[config.mk]
export PLATFORM = sky130hd
export DESIGN_NAME = rv32_fetch_unit
export DESIGN_NICKNAME = d
export VERILOG_FILES = /design/src/rtl/rv32_fetch_unit.sv
export SDC_FILE = /design/constraint.sdc
export NUM_CORES = 1
export LEC_CHECK = 0
export BUFFER_PORTS_ARGS = -buffer_cell sky130_fd_sc_hd__buf_4
export CORE_MARGIN = 1.5
export CORE_UTILIZATION = 35
export CTS_CLUSTER_SIZE = 40
export DETAILED_ROUTE_END_ITERATION = 8
export GPL_TIMING_DRIVEN = 0
export PLACE_DENSITY = 0.61
export RECOVER_POWER = 25
export SYNTH_ARGS = -nofsm -noshare
export SYNTH_HDL_FRONTEND = slang
export SYNTH_SLANG_ARGS = --single-unit
[constraint.sdc]
create_clock -name i_clk -period 3.3 [get_ports i_clk]
set_clock_uncertainty 0.1 [all_clocks]
set_input_delay 0.165 -clock i_clk [delete_from_list [all_inputs] [get_ports i_clk]]
set_output_delay 0.165 -clock i_clk [all_outputs]
set_load 0.005 [all_outputs]
[src/rtl/rv32_fetch_unit.sv]
// Instruction fetch stage: owns the PC, drives the instruction ROM and feeds decode through a
// 2-entry {instr, pc} FIFO. Fetch stops after an ECALL is enqueued until the next redirect.
module rv32_fetch_unit #(
  parameter int unsigned        ADDRLEN  = 10,
  parameter int unsigned        XLEN     = 32,
  parameter logic [ADDRLEN-1:0] RESET_PC = '0
) (
  input  logic               i_clk,
  input  logic               i_rst,
  output logic [ADDRLEN-1:0] o_imem_addr,
  input  logic [XLEN-1:0]    i_imem_data,
  input  logic               i_redirect_valid,
  input  logic [ADDRLEN-1:0] i_redirect_pc,
  output logic               o_if_valid,
  input  logic               i_if_ready,
  output logic [XLEN-1:0]    o_if_instr,
  output logic [ADDRLEN-1:0] o_if_pc,
  output logic               o_halted
);

  localparam logic [XLEN-1:0] Ecall = XLEN'(32'h0000_0073);

  typedef enum logic {StRun, StHalt} state_e;

  state_e             r_state;
  state_e             w_state_d;
  logic [ADDRLEN-1:0] r_pc;
  logic [1:0]         r_count;
  logic [XLEN-1:0]    r_head_instr;
  logic [ADDRLEN-1:0] r_head_pc;
  logic [XLEN-1:0]    r_tail_instr;
  logic [ADDRLEN-1:0] r_tail_pc;

  logic               w_pop;
  logic               w_push;
  logic [ADDRLEN-1:0] w_redirect_target;

  assign w_pop             = (r_count != 2'd0) & i_if_ready;
  assign w_push            = (r_state == StRun) & ~i_redirect_valid &
                             ((r_count != 2'd2) | w_pop);
  assign w_redirect_target = i_redirect_pc & ~ADDRLEN'(3);

  always_comb begin
    w_state_d = r_state;
    if (i_redirect_valid) begin
      w_state_d = StRun;
    end else if (w_push && (i_imem_data == Ecall)) begin
      w_state_d = StHalt;
    end
  end

  always_ff @(posedge i_clk or posedge i_rst) begin
    if (i_rst) begin
      r_state <= StRun;
    end else begin
      r_state <= w_state_d;
    end
  end

  // Head is a register so that it keeps its last value once the FIFO drains.
  always_ff @(posedge i_clk or posedge i_rst) begin
    if (i_rst) begin
      r_pc         <= RESET_PC;
      r_count      <= 2'd0;
      r_head_instr <= '0;
      r_head_pc    <= '0;
      r_tail_instr <= '0;
      r_tail_pc    <= '0;
    end else if (i_redirect_valid) begin
      r_pc    <= w_redirect_target;
      r_count <= 2'd0;
    end else begin
      if (w_push) begin
        r_pc <= r_pc + ADDRLEN'(4);
      end
      unique case ({w_push, w_pop})
        2'b10: begin
          if (r_count == 2'd0) begin
            r_head_instr <= i_imem_data;
            r_head_pc    <= r_pc;
          end else begin
            r_tail_instr <= i_imem_data;
            r_tail_pc    <= r_pc;
          end
          r_count <= r_count + 2'd1;
        end
        2'b01: begin
          if (r_count == 2'd2) begin
            r_head_instr <= r_tail_instr;
            r_head_pc    <= r_tail_pc;
          end
          r_count <= r_count - 2'd1;
        end
        2'b11: begin
          if (r_count == 2'd1) begin
            r_head_instr <= i_imem_data;
            r_head_pc    <= r_pc;
          end else begin
            r_head_instr <= r_tail_instr;
            r_head_pc    <= r_tail_pc;
            r_tail_instr <= i_imem_data;
            r_tail_pc    <= r_pc;
          end
        end
        default: ;
      endcase
    end
  end

  assign o_imem_addr = r_pc;
  assign o_if_valid  = (r_count != 2'd0);
  assign o_if_instr  = r_head_instr;
  assign o_if_pc     = r_head_pc;
  assign o_halted    = (r_state == StHalt);

endmodule
# ---- After elaboration in Yosys (flattened, before gate mapping)
# Cells that the tools add are included.
dict set report classes {
  add_sub_neg 3
  n_eq_ne 11
  muxes 20
  bitwise_logic 6
  reduce_logical 10
}
# cell count
set ops {}
lappend ops {{32-bit 2-to-1 mux} 5}
lappend ops {{32-bit case mux with 3 select lines} 1}
lappend ops {{10-bit 2-to-1 mux} 7}
lappend ops {{32-bit case mux with 2 select lines} 1}
lappend ops {{32-bit by 7-bit == test with 1-bit output, second input constant} 1}
lappend ops {{10-bit case mux with 3 select lines} 1}
lappend ops {{10-bit case mux with 2 select lines} 1}
lappend ops {{10-bit by 3-bit adder with 10-bit output, second input constant} 1}
lappend ops {{2-bit inequality test, second input constant} 5}
lappend ops {{4-bit AND reduction} 2}
lappend ops {{2-bit nonzero test} 4}
lappend ops {{2-bit == test, second input constant} 3}
lappend ops {{3-bit nonzero test} 2}
lappend ops {{2-bit by 1-bit == test with 1-bit output, second input constant} 2}
lappend ops {{2-bit case mux with 2 select lines} 1}
lappend ops {{1-bit bitwise AND} 3}
lappend ops {{2-bit by 1-bit adder with 2-bit output, second input constant} 1}
lappend ops {{2-bit logical NOT} 1}
lappend ops {{1-bit 2-to-1 mux} 2}
lappend ops {{2-bit 2-to-1 mux} 1}
lappend ops {{1-bit NOT} 2}
lappend ops {{2-bit by 1-bit subtractor with 2-bit output, second input constant} 1}
lappend ops {{1-bit logical AND} 1}
lappend ops {{1-bit bitwise OR} 1}
dict set report word_totals {
  reg_bits 97
  input_bits 46
  out_inout_bits 54
  word_cells 57
}

# ---- Logic depth before layout (Yosys ltp)
# Gate-level depths: netlist of run 1.
dict set report depth {
  word_depth 7
  ltp_mapped 8
  mapped_depth_nobuf 6
}

# ---- Worst setup path after synthesis of run 1
# OpenSTA, ideal clock, no wires.
dict set report synth_path {
  path_type {register to register}
  from {register r_count[0]}
  to {register r_pc[9], in the netlist o_imem_addr[9]}
  setup_time_ns 0.069
  arrival_time_ns 1.828
  t_required_ns 3.131
  setup_slack_ns 1.303
  path_stages_with_launch 9
  path_buffers 2
  period_less_slack_ns 1.997
  path_cell_list {dfrtp_1 -> inv_1 -> ha_1 -> nand2b_1 -> buf_2 -> a211o_1 -> buf_2 -> or4_1 -> nand3_1}
}
dict set report synth_between {
  elab_chain_cells 5
  elab_cells_between_ends 6
  cone_classes {eq/ne: 1; bitwise: 3; reduce/logical: 2}
}
# element line
set synth_lines {}
lappend synth_lines {{from (decl)} 28} ;# logic [1:0] r_count;
lappend synth_lines {{from (signal assigned)} 85} ;# r_count <= r_count + 2'd1;
lappend synth_lines {{from (signal assigned)} 92} ;# r_count <= r_count - 2'd1;
lappend synth_lines {{2-bit nonzero test} 38} ;# assign w_pop = (r_count != 2'd0) & i_if_ready;
lappend synth_lines {{1-bit bitwise AND} 38}
lappend synth_lines {{1-bit bitwise OR (*)} 40} ;# ((r_count != 2'd2) | w_pop);
lappend synth_lines {{1-bit bitwise AND (*)} 39} ;# assign w_push = (r_state == StRun) & ~i_redirect_valid &
lappend synth_lines {{2-bit nonzero test (no line) (*)} -}
lappend synth_lines {{to (signal assigned)} 70} ;# r_pc <= w_redirect_target;
lappend synth_lines {{to (signal assigned)} 74} ;# r_pc <= r_pc + ADDRLEN'(4);
lappend synth_lines {{to (decl)} 27} ;# logic [ADDRLEN-1:0] r_pc;
# Mark *: on every way between the ends. The rest lies on a longest branch, timed or not.
# A chain may end at the register's enable or synchronous reset.

# ---- Final worst setup path of run 1
dict set report layout_path {
  from {register r_count[0]}
  to {register r_head_instr[19], in the netlist o_if_instr[19]}
}
dict set report layout_between {
  elab_chain_cells 7
  elab_cells_between_ends 17
  cone_classes {eq/ne: 8; mux: 2; bitwise: 3; reduce/logical: 4}
}
# element line
set layout_lines {}
lappend layout_lines {{2-bit nonzero test} 38}
lappend layout_lines {{1-bit bitwise AND} 38}
lappend layout_lines {{1-bit bitwise OR} 40}
lappend layout_lines {{1-bit bitwise AND} 39}
lappend layout_lines {{2-bit by 1-bit == test with 1-bit output or 2-bit == test (tied branches)} 76} ;# unique case ({w_push, w_pop})
lappend layout_lines {{2-bit inequality test (no line) or 3-bit nonzero test (tied branches)} -}
lappend layout_lines {{4-bit AND reduction (no line)} -}
lappend layout_lines {{to (signal assigned)} 79} ;# r_head_instr <= i_imem_data;
lappend layout_lines {{to (signal assigned)} 89} ;# r_head_instr <= r_tail_instr;
lappend layout_lines {{to (signal assigned)} 96} ;# r_head_instr <= i_imem_data;
lappend layout_lines {{to (decl)} 29} ;# logic [XLEN-1:0] r_head_instr;
# Parallel ways exist; a longest one is shown, timed or not.

==> results.py, run 1 <==
metrics = {
    "clocking": {
        "postCtsSetupRepairBufs": 0,
        "clk_latency_ns": 0.34,
        "cts_buffers": 9,
        "cts-resized-gates": 0,
        "clkSinkCount": 92,
        "cts.clk_slew.worst_paths_ns": 0.06,
        "htree_levels": 3,
        "clockRootBuffer": "clkbuf_16",
        "hold_buffers": 41,
        "clockBufferDepth": 2,
        "cts_tree": "built",
    },
    "sta": {
        "hold_violations": 0,
        "clock.fmax_mhz": 405,
        "final_max_slew_viol_count": 33,
        "hold_ws_ns": 0.103,
        "rsz0062_at_grt": "no",
        "tightest_slew_ns": 1.57,
        "setup_viol": 0,
        "post-route-period-util_pct": 74.9,
        "layout_min_cycle_time_ns": 2.47,
        "relSlewSlack_pct": -5.36,
    },
    "global_route": {
        "overflow": 0,
        "grt.met3_usage_pct": 3.05,
        "grt_use_met2_pct": 29.1,
        "busiest_layer": "met2",
        "antenna_found_initial": 0,
        "grt_pass1_wl_um": 17300,
        "grt_usage_pct": 17.4,
        "grt_max_degree": 61,
        "grt_pass1_vias": 3399,
        "use_met1_pct": 22.4,
    },
    "layout": {
        "multiInputGateArea_um2": 1690,
        "regArea_um2": 2300,
        "fin_util_pct": 50.3,
        "drive_gt1_share_pct": 33.9,
        "final_nets": 552,
        "diodes": 0,
        "n_fill_cell": 1060,
        "area_delta_synth_final_pct": 39.5,
    },
    "status": {
        "violations": "capacitance limit, slew limit",
        "status": "finished, violations left",
    },
    "detailed_routing": {
        "firstDrtPassIters": 4,
        "vias": 3233,
        "wl_um": 10400,
        "antenna_left": 0,
        "via_per_inst": 4.97,
        "post_drt_wl_per_cell_um": 16.0,
        "drt-initial-drc-count": 85,
        "drc": 0,
    },
    "pwr": {
        "total_power_mw": 4.92,
        "clkPwrFrac_pct": 21.6,
        "switching_share_pct": 32.8,
        "power_leakage_nw": 2.53,
        "vdd_drop_max_v": 0.000332,
        "cellPowerDensity_nw_per_um2": 853,
        "combPwrFrac_pct": 38.7,
        "p_switching_mw": 1.61,
        "seqPwrFrac_pct": 39.7,
        "internal-power_mw": 3.31,
    },
    "setup_path": {
        "cp_max_fo": 10,
        "worstSetupPathType": "register to register",
        "crit_arrival_ns": 2.57,
        "end_kind": "register",
        "reg2reg_slack_ns": 0.83,
        "worst_ep_required_time_ns": 3.40,
        "cp-start-kind": "register",
    },
    "yosys": {
        "ys.flop_type": "dfrtp_1",
        "syn_area_per_cell_um2": 11.7,
        "synth.top_cells.by_count": "dfrtp_1, nor2_1, mux2i_1, a21oi_1, mux2_2",
        "seq_area_frac_synth_pct": 55.7,
        "syn-instance-count": 354,
        "synth.most_common_cell": "dfrtp_1",
        "synth_warnings": 0,
        "synth_seq_cells": 92,
        "async_flop_share_pct": 100,
        "syn_area_um2": 4140,
        "synthTopCellsByArea": "dfrtp_1, mux2_2, mux2i_1",
        "yosys.area.top_type": "dfrtp_1",
        "synth_edf_count": 0,
        "synth_top_cell_area_share_pct": 55.7,
        "synth_cell_types": 32,
    },
    "placed_design": {
        "place_congestion": 0.830,
        "portBuffers": 94,
        "dp_hpwl_um": 7210,
    },
    "die": {
        "core_um2": 11500,
        "die_x_um": 112,
        "pin_count": 100,
        "num_rows": 39,
        "initial_utilization_pct": 36.1,
        "die_area_um2": 12500,
        "die_y_um": 112,
    },
    "job": {
        "maxCapViolCount": 1,
    },
    "min_path": {
        "min_path_type": "primary input to register",
    },
}
[final timing paths]
path,depth (start not counted),to,from
max reg2reg,6,o_if_instr[19],r_count[0]
min in group asynchronous,3,o_if_pc[7],i_rst
min,3,o_imem_addr[5],i_redirect_valid
max in group asynchronous,4,o_if_instr[6],i_rst
max,6,o_if_instr[19],r_count[0]
min reg2reg,1,r_tail_instr[24],r_tail_instr[24]
[placed cells by master (no fill, tap or decap), types with 2 or more instances in the layout]
master / n
mux2i_1: 43
conb_1: 2
ha_1: 4
o21ai_0: 2
clkbuf_4: 27
nor2b_1: 3
dfrtp_1: 92
clkbuf_1: 7
buf_2: 15
inv_1: 6
dlygate4sd3_1: 41
nand2_1: 13
nand4_1: 2
clkbuf_16: 9
nor4_1: 5
nor2_1: 46
a21oi_1: 42
or2_2: 2
buf_4: 69
o311ai_0: 10
mux2_2: 40
nand3_1: 5
[cells by family after synthesis]
family	after synthesis	share of synthesized area [%]
AO/OA/AOI/OAI	60	9.14
XOR/XNOR	1	0.212
adder cells (fa/ha/maj)	4	1.21
buffers and inverters	31	3.54
flip-flops	92	55.7
multiplexers	83	21.3
other	1	0.0907
AND/OR/NAND/NOR	82	8.84
[worst max-delay path, cell delays in order (launching register included)]
cell	delay (ns)
dfrtp_1	0.38
inv_1	0.12
ha_1	0.35
nor2b_1	0.13
a2111oi_4	0.65
clkbuf_1	0.48
a21oi_1	0.13
[layout make-up]
type                       instances  share of cell area [%]
tap                              143                    3.10
clock inverter                     6                    1.24
inverter                           7                   0.477
clock buffer                      10                    4.14
multi-input combinational        232                    29.3
buffer                            24                    2.08
timing repair buffer             136                    19.8
sequential                        92                    39.9
[registers in the layout, summed over array words and instances, names as in the netlist]
name and flops:
o_if_instr 32, r_tail_instr 32, o_if_pc 9, o_imem_addr 8
r_tail_pc 8, r_count 2, o_halted 1
[power groups by stage]
stage	logic [mW]	clock network (mW)	registers [mW]
floorplan	1.16	0	1.93
finish	1.91	1.06	1.95
global route	2.11	1.14	2.02
global placement	1.85	0	1.96
detailed placement	1.91	0	1.98
CTS	1.96	1.09	1.96
[metrics by stage]
stage               setup slack [ns]  area, µm²  setup TNS, ns  cells
CTS                            0.816       5770              0    650
finish                         0.829       5770              0    650
floorplan                      0.643       4140              0    355
global placement              -0.550       5020         -50.13    592
global route                   0.643       5770              0    650
detailed placement             0.839       5050              0    593
[metal layers]
| metal | part of all wire, % | wire [µm] |
|---|---|---|
| met1 | 45 | 4720 |
| met2 | 49 | 5080 |
| met3 | 3.6 | 378 |
| met4 | 2.2 | 227 |
| met5 | 0 | 0 |
Note: power is estimated with default switching activity, not from simulation.
==> inputs of run 2 (changes only) <==
--- a/config.mk
+++ b/config.mk
@@ -5,13 +5,14 @@
 export SDC_FILE = /design/constraint.sdc
 export NUM_CORES = 1
 export LEC_CHECK = 0
+export ABC_AREA = 1
 export BUFFER_PORTS_ARGS = -buffer_cell sky130_fd_sc_hd__buf_4
 export CORE_MARGIN = 1.5
 export CORE_UTILIZATION = 35
 export CTS_CLUSTER_SIZE = 40
 export DETAILED_ROUTE_END_ITERATION = 8
 export GPL_TIMING_DRIVEN = 0
-export PLACE_DENSITY = 0.61
+export PLACE_DENSITY = 0.62
 export RECOVER_POWER = 25
 export SYNTH_ARGS = -nofsm -noshare
 export SYNTH_HDL_FRONTEND = slang
==> constraint.sdc (replaced) <==
create_clock -name i_clk -period 2.2 [get_ports i_clk]
set_clock_uncertainty 0.1 [all_clocks]
set_input_delay 0.11 -clock i_clk [delete_from_list [all_inputs] [get_ports i_clk]]
set_output_delay 0.11 -clock i_clk [all_outputs]
set_load 0.005 [all_outputs]
==> results.py, run 2 <==
metrics = {
    "die": {
        "die_x_um": 118,
        "initial_utilization_pct": 36.3,
        "num_rows": 41,
        "die_y_um": 118,
        "die_area_um2": 13900,
        "pin_count": 100,
        "core_um2": 12800,
    },
    "job": {
        "maxCapViolCount": 0,
    },
    "placed_design": {
        "place_congestion": 0.828,
        "dp_hpwl_um": 9370,
        "portBuffers": 95,
    },
    "global_route": {
        "grt_pass1_vias": 4595,
        "antenna_found_initial": 1,
        "grt_max_degree": 35,
        "grt_pass1_wl_um": 22700,
        "grt_usage_pct": 20.1,
        "overflow": 0,
    },
    "setup_path": {
        "startpoint": "r_count[0]",
        "crit_arrival_ns": 2.16,
        "end_kind": "register",
        "worstSetupPathType": "register to register",
        "cp_max_fo": 10,
        "worst_ep_required_time_ns": 2.38,
        "timing.rr.start": "r_count[0]",
        "cp-start-kind": "register",
        "reg2reg_slack_ns": 0.22,
    },
    "yosys": {
        "synth_seq_cells": 92,
        "synth.most_common_cell": "nand2_1",
        "ys.flop_type": "dfrtp_1",
        "async_flop_share_pct": 100,
        "synthTopCellsByArea": "dfrtp_1, nand2_1, nand3_1",
        "synth_warnings": 0,
        "synth_top_cell_area_share_pct": 49.7,
        "seq_area_frac_synth_pct": 49.7,
        "synth.top_cells.by_count": "nand2_1, dfrtp_1, nand3_1, nand4_1, nor2_1",
        "yosys.area.top_type": "dfrtp_1",
        "synth_edf_count": 0,
        "synth_cell_types": 24,
        "syn_area_um2": 4630,
        "syn_area_per_cell_um2": 7.36,
        "syn-instance-count": 629,
    },
    "pwr": {
        "vdd_drop_max_v": 0.000456,
        "power_leakage_nw": 3.44,
        "cellPowerDensity_nw_per_um2": 1250,
        "total_power_mw": 8.01,
    },
    "detailed_routing": {
        "drc": 0,
        "post_drt_wl_per_cell_um": 13.8,
        "drt-initial-drc-count": 331,
        "wl_um": 13300,
        "firstDrtPassIters": 5,
        "vias": 4632,
        "via_per_inst": 4.82,
        "antenna_left": 0,
    },
    "sta": {
        "layout_min_cycle_time_ns": 1.98,
        "tns_ns": 0,
        "clock.fmax_mhz": 505,
        "rsz0062_at_grt": "no",
        "tightest_slew_ns": 1.42,
        "hold_ws_ns": 0.136,
        "relSlewSlack_pct": 4.80,
        "hold_violations": 0,
        "setup_viol": 0,
        "final_max_slew_viol_count": 0,
        "post-route-period-util_pct": 90.0,
    },
    "clocking": {
        "clkSinkCount": 92,
        "cts.clk_slew.worst_paths_ns": 0.06,
        "clk_latency_ns": 0.34,
        "clockBufferDepth": 2,
        "htree_levels": 3,
        "cts_buffers": 9,
        "cts_tree": "built",
        "clockRootBuffer": "clkbuf_16",
    },
    "layout": {
        "n_fill_cell": 1233,
        "final_cell_mix": "nand2_1, dfrtp_1, buf_4, nand3_1",
        "area_delta_synth_final_pct": 37.9,
        "regArea_um2": 2300,
        "multiInputGateArea_um2": 2070,
        "final_nets": 833,
        "drive_gt1_share_pct": 18.5,
        "final_common_cell": "nand2_1",
    },
    "min_path": {
        "worstHoldStart": "i_if_ready",
        "min_path_type": "primary input to register",
    },
    "status": {
        "status": "finished clean",
    },
}
-- run 2: metal layers --
| layer | GRT usage [%] | up-vias | share of wire [%] |
|---|---|---|---|
| li1 | - | 2310 | - |
| met1 | 26.7 | 2170 | 45 |
| met2 | 32.7 | 133 | 48 |
| met3 | 2.47 | 19 | 4.5 |
| met4 | 9.15 | 0 | 2.2 |
| met5 | 0 | - | 0 |
-- run 2: area by class of cell --
class | instances | area share (%)
tap | 172 | 3.37
buffer | 41 | 3.15
multi-input combinational | 479 | 32.4
clock buffer | 12 | 3.86
sequential | 92 | 36.1
timing repair buffer | 142 | 18.9
inverter | 18 | 1.08
antenna | 1 | 0.0392
clock inverter | 4 | 1.14
-- run 2: cell families after synthesis --
logic type	after synthesis	share of synthesized area [%]
xor+xnor	2	0.378
compound gates	6	0.865
flops	92	49.7
other cells	1	0.0810
fa+ha+maj	4	1.08
mux	1	0.216
buf+inv	59	5.81
simple gates	464	41.9
-- run 2: path summary, 6_finish.rpt --
kind	endpoint	cells after the start
worst max register to register	o_if_instr[29]	9
worst max-delay path	o_if_instr[29]	9
worst min register to register	o_if_instr[5]	2
min in group asynchronous	o_if_instr[8]	3
worst min-delay path	r_count[1]	5
max in group asynchronous	o_imem_addr[5]	5
-- run 2: what timing repair did --
action | CTS | global route
hold buffers | 42 | 0
setup buffers | 0 | 3
resized for setup | 0 | 1
hold endpoints to repair | 95 | 0
setup endpoints to repair | 0 | 40
-- run 2: report_power, final --
group | leakage, nW | internal [mW] | switching (mW) | total [mW]
Combinational | 2.15 | 1.44 | 1.89 | 3.33
Sequential | 1.14 | 2.48 | 0.527 | 3.01
Clock | 0.153 | 1.03 | 0.648 | 1.67
Total | 3.44 | 4.95 | 3.07 | 8.01
-- run 2: metrics by stage --
stage               area (µm²)  instances  setup slack [ns]  util, %
CTS                       6350        957            0.0464     49.7
floorplan                 4640        630             0.534        -
global route              6390        961            0.0361     50.0
global placement          5570        897             0.104     43.6
finish                    6390        961             0.219     50.0
detailed placement        5610        899            0.0702     43.9
-- run 2: critical path: stages (launching register included) --
cell and delay (ns):
dfrtp_1 0.37, inv_1 0.08, ha_1 0.27, nor2_4 0.20, buf_12 0.14, clkbuf_1 0.37
nand3_1 0.13, nand2_1 0.10, nand2_1 0.07, nand2_1 0.08
==> inputs of run 3 (changes only) <==
--- a/config.mk
+++ b/config.mk
@@ -5,14 +5,12 @@
 export SDC_FILE = /design/constraint.sdc
 export NUM_CORES = 1
 export LEC_CHECK = 0
-export ABC_AREA = 1
 export BUFFER_PORTS_ARGS = -buffer_cell sky130_fd_sc_hd__buf_4
 export CORE_MARGIN = 1.5
 export CORE_UTILIZATION = 35
 export CTS_CLUSTER_SIZE = 40
 export DETAILED_ROUTE_END_ITERATION = 8
 export GPL_TIMING_DRIVEN = 0
-export PLACE_DENSITY = 0.62
 export RECOVER_POWER = 25
 export SYNTH_ARGS = -nofsm -noshare
 export SYNTH_HDL_FRONTEND = slang
==> results.py, run 3 (synthesis results as in run 1) <==
metrics = {
    "die": {
        "die_y_um": 112,
        "pin_count": 100,
        "die_area_um2": 12500,
        "core_um2": 11500,
        "initial_utilization_pct": 36.1,
        "num_rows": 39,
        "die_x_um": 112,
    },
    "setup_path": {
        "reg2reg_slack_ns": 0.06,
        "crit_path_end": "o_imem_addr[9]",
        "cp_num_buf_inv": 3,
        "startpoint": "r_count[1]",
        "timing.rr.start": "r_count[1]",
        "crit_slowest_cell": "dfrtp_1",
        "path_depth": 8,
        "worst_ep_required_time_ns": 2.37,
        "crit_path_cell_trace": "inv_1, ha_4, nand2b_1, clkbuf_4, a211o_1, buf_4, or4_1, nand3_1",
        "cp-start-kind": "register",
        "crit_arrival_ns": 2.31,
        "timing.rr.end": "o_imem_addr[9]",
        "end_kind": "register",
        "critPathTopFamily": "simple AND/OR/NAND/NOR gates",
        "reg2regPathDepth": 8,
        "cpPeakStageDelay_ns": 0.39,
        "worstSetupPathType": "register to register",
        "cp_max_fo": 10,
    },
    "placed_design": {
        "portBuffers": 94,
        "dp_hpwl_um": 7210,
        "place_congestion": 0.820,
    },
    "layout": {
        "final_nets": 555,
        "final_cell_mix": "buf_4, dfrtp_1, nor2_1, mux2i_1",
        "n_fill_cell": 1027,
        "drive_gt1_share_pct": 35.5,
        "area_delta_synth_final_pct": 40.5,
        "diodes": 0,
        "final_common_cell": "buf_4",
        "fin_util_pct": 50.7,
    },
    "pwr": {
        "vdd_drop_max_v": 0.000504,
        "total_power_mw": 7.48,
        "cellPowerDensity_nw_per_um2": 1290,
        "power_leakage_nw": 2.56,
    },
    "sta": {
        "relSlewSlack_pct": 37.6,
        "post-route-period-util_pct": 97.1,
        "layout_min_cycle_time_ns": 2.14,
        "clock.fmax_mhz": 468,
        "setup_viol": 0,
        "tns_ns": 0,
        "hold_violations": 0,
        "final_max_slew_viol_count": 0,
        "hold_ws_ns": 0.0564,
        "tightest_slew_ns": 0.936,
    },
    "global_route": {
        "overflow": 0,
        "grt_usage_pct": 17.7,
        "antenna_found_initial": 0,
        "grt_pass1_vias": 3310,
        "grt_max_degree": 43,
        "grt_pass1_wl_um": 17400,
    },
    "clocking": {
        "clkSinkCount": 92,
        "clk_latency_ns": 0.34,
        "clockRootBuffer": "clkbuf_16",
        "clockBufferDepth": 2,
        "cts_tree": "built",
        "htree_levels": 3,
        "cts_buffers": 9,
        "cts.clk_slew.worst_paths_ns": 0.06,
    },
    "job": {
        "maxCapViolCount": 0,
    },
    "detailed_routing": {
        "vias": 3219,
        "drt-initial-drc-count": 122,
        "firstDrtPassIters": 4,
        "via_per_inst": 4.93,
        "post_drt_wl_per_cell_um": 16.1,
        "drc": 0,
        "wl_um": 10500,
        "antenna_left": 0,
    },
    "min_path": {
        "min_path_type": "primary input to register",
    },
    "status": {
        "status": "finished clean",
    },
}
[run 3: power breakdown]
| part | switching (mW) | leakage (nW) | internal [mW] |
|---|---|---|---|
| sequential | 0.453 | 1.07 | 2.49 |
| clock | 0.646 | 0.147 | 0.911 |
| combinational | 1.32 | 1.34 | 1.66 |
| total | 2.41 | 2.56 | 5.06 |
[run 3: metrics by stage]
stage,instances,worst slack [ns],instance area (µm²)
5_1_grt,653,-0.0360,5810
3_5_place_dp,594,-0.279,5070
3_3_place_gp,592,-0.237,5030
4_1_cts,653,0.0389,5800
6_report,653,0.0644,5810
2_1_floorplan,355,0.203,4140
[run 3: final cells by class]
type	count	area [µm²]	share of cell area, %
timing repair buffer	139	1140	19.6
multi-input combinational	232	1720	29.5
tap	143	179	3.08
clock inverter	4	48.8	0.840
inverter	7	27.5	0.474
buffer	24	148	2.54
clock buffer	12	246	4.24
sequential	92	2300	39.6
[run 3: worst min-delay path by stage]
stage / start / to / depth (start not counted)
3_3_place_gp: i_redirect_pc[3] / o_imem_addr[3] / 3
3_5_place_dp: i_rst / o_if_instr[26] / 2
6_report: i_redirect_valid / o_imem_addr[5] / 3
2_1_floorplan: i_redirect_pc[9] / o_imem_addr[9] / 2
5_1_grt: i_redirect_valid / o_imem_addr[5] / 3
4_1_cts: i_redirect_valid / o_imem_addr[5] / 3
[run 3: metal layers]
layer | part of all wire (%) | global-route usage, % | vias to the layer above | wire length (µm)
met5 | 0 | 0 | - | 0
met4 | 1.1 | 5.57 | 0 | 118
met3 | 3.7 | 3.65 | 8 | 383
met2 | 50 | 28.8 | 63 | 5240
met1 | 45 | 23.7 | 1597 | 4740
li1 | - | - | 1551 | -
[run 3: worst reg2reg max path: cells and delay by family (launching register included)]
family | cells | cell delay [ns]
flops | 1 | 0.39
compound gates | 1 | 0.32
buf+inv | 3 | 0.46
simple gates | 3 | 0.63
fa+ha+maj | 1 | 0.18
[run 3: timing repair]
| item | in CTS | in global routing |
|---|---|---|
| hold buffers | 41 | 0 |
| endpoints found under the hold margin | 71 | 0 |
| pin swaps | 1 | 0 |
| setup endpoints to repair | 40 | 43 |
| gates resized for setup | 6 | 15 |
| buffers inserted | 2 | 0 |
| gates cloned | 0 | 0 |
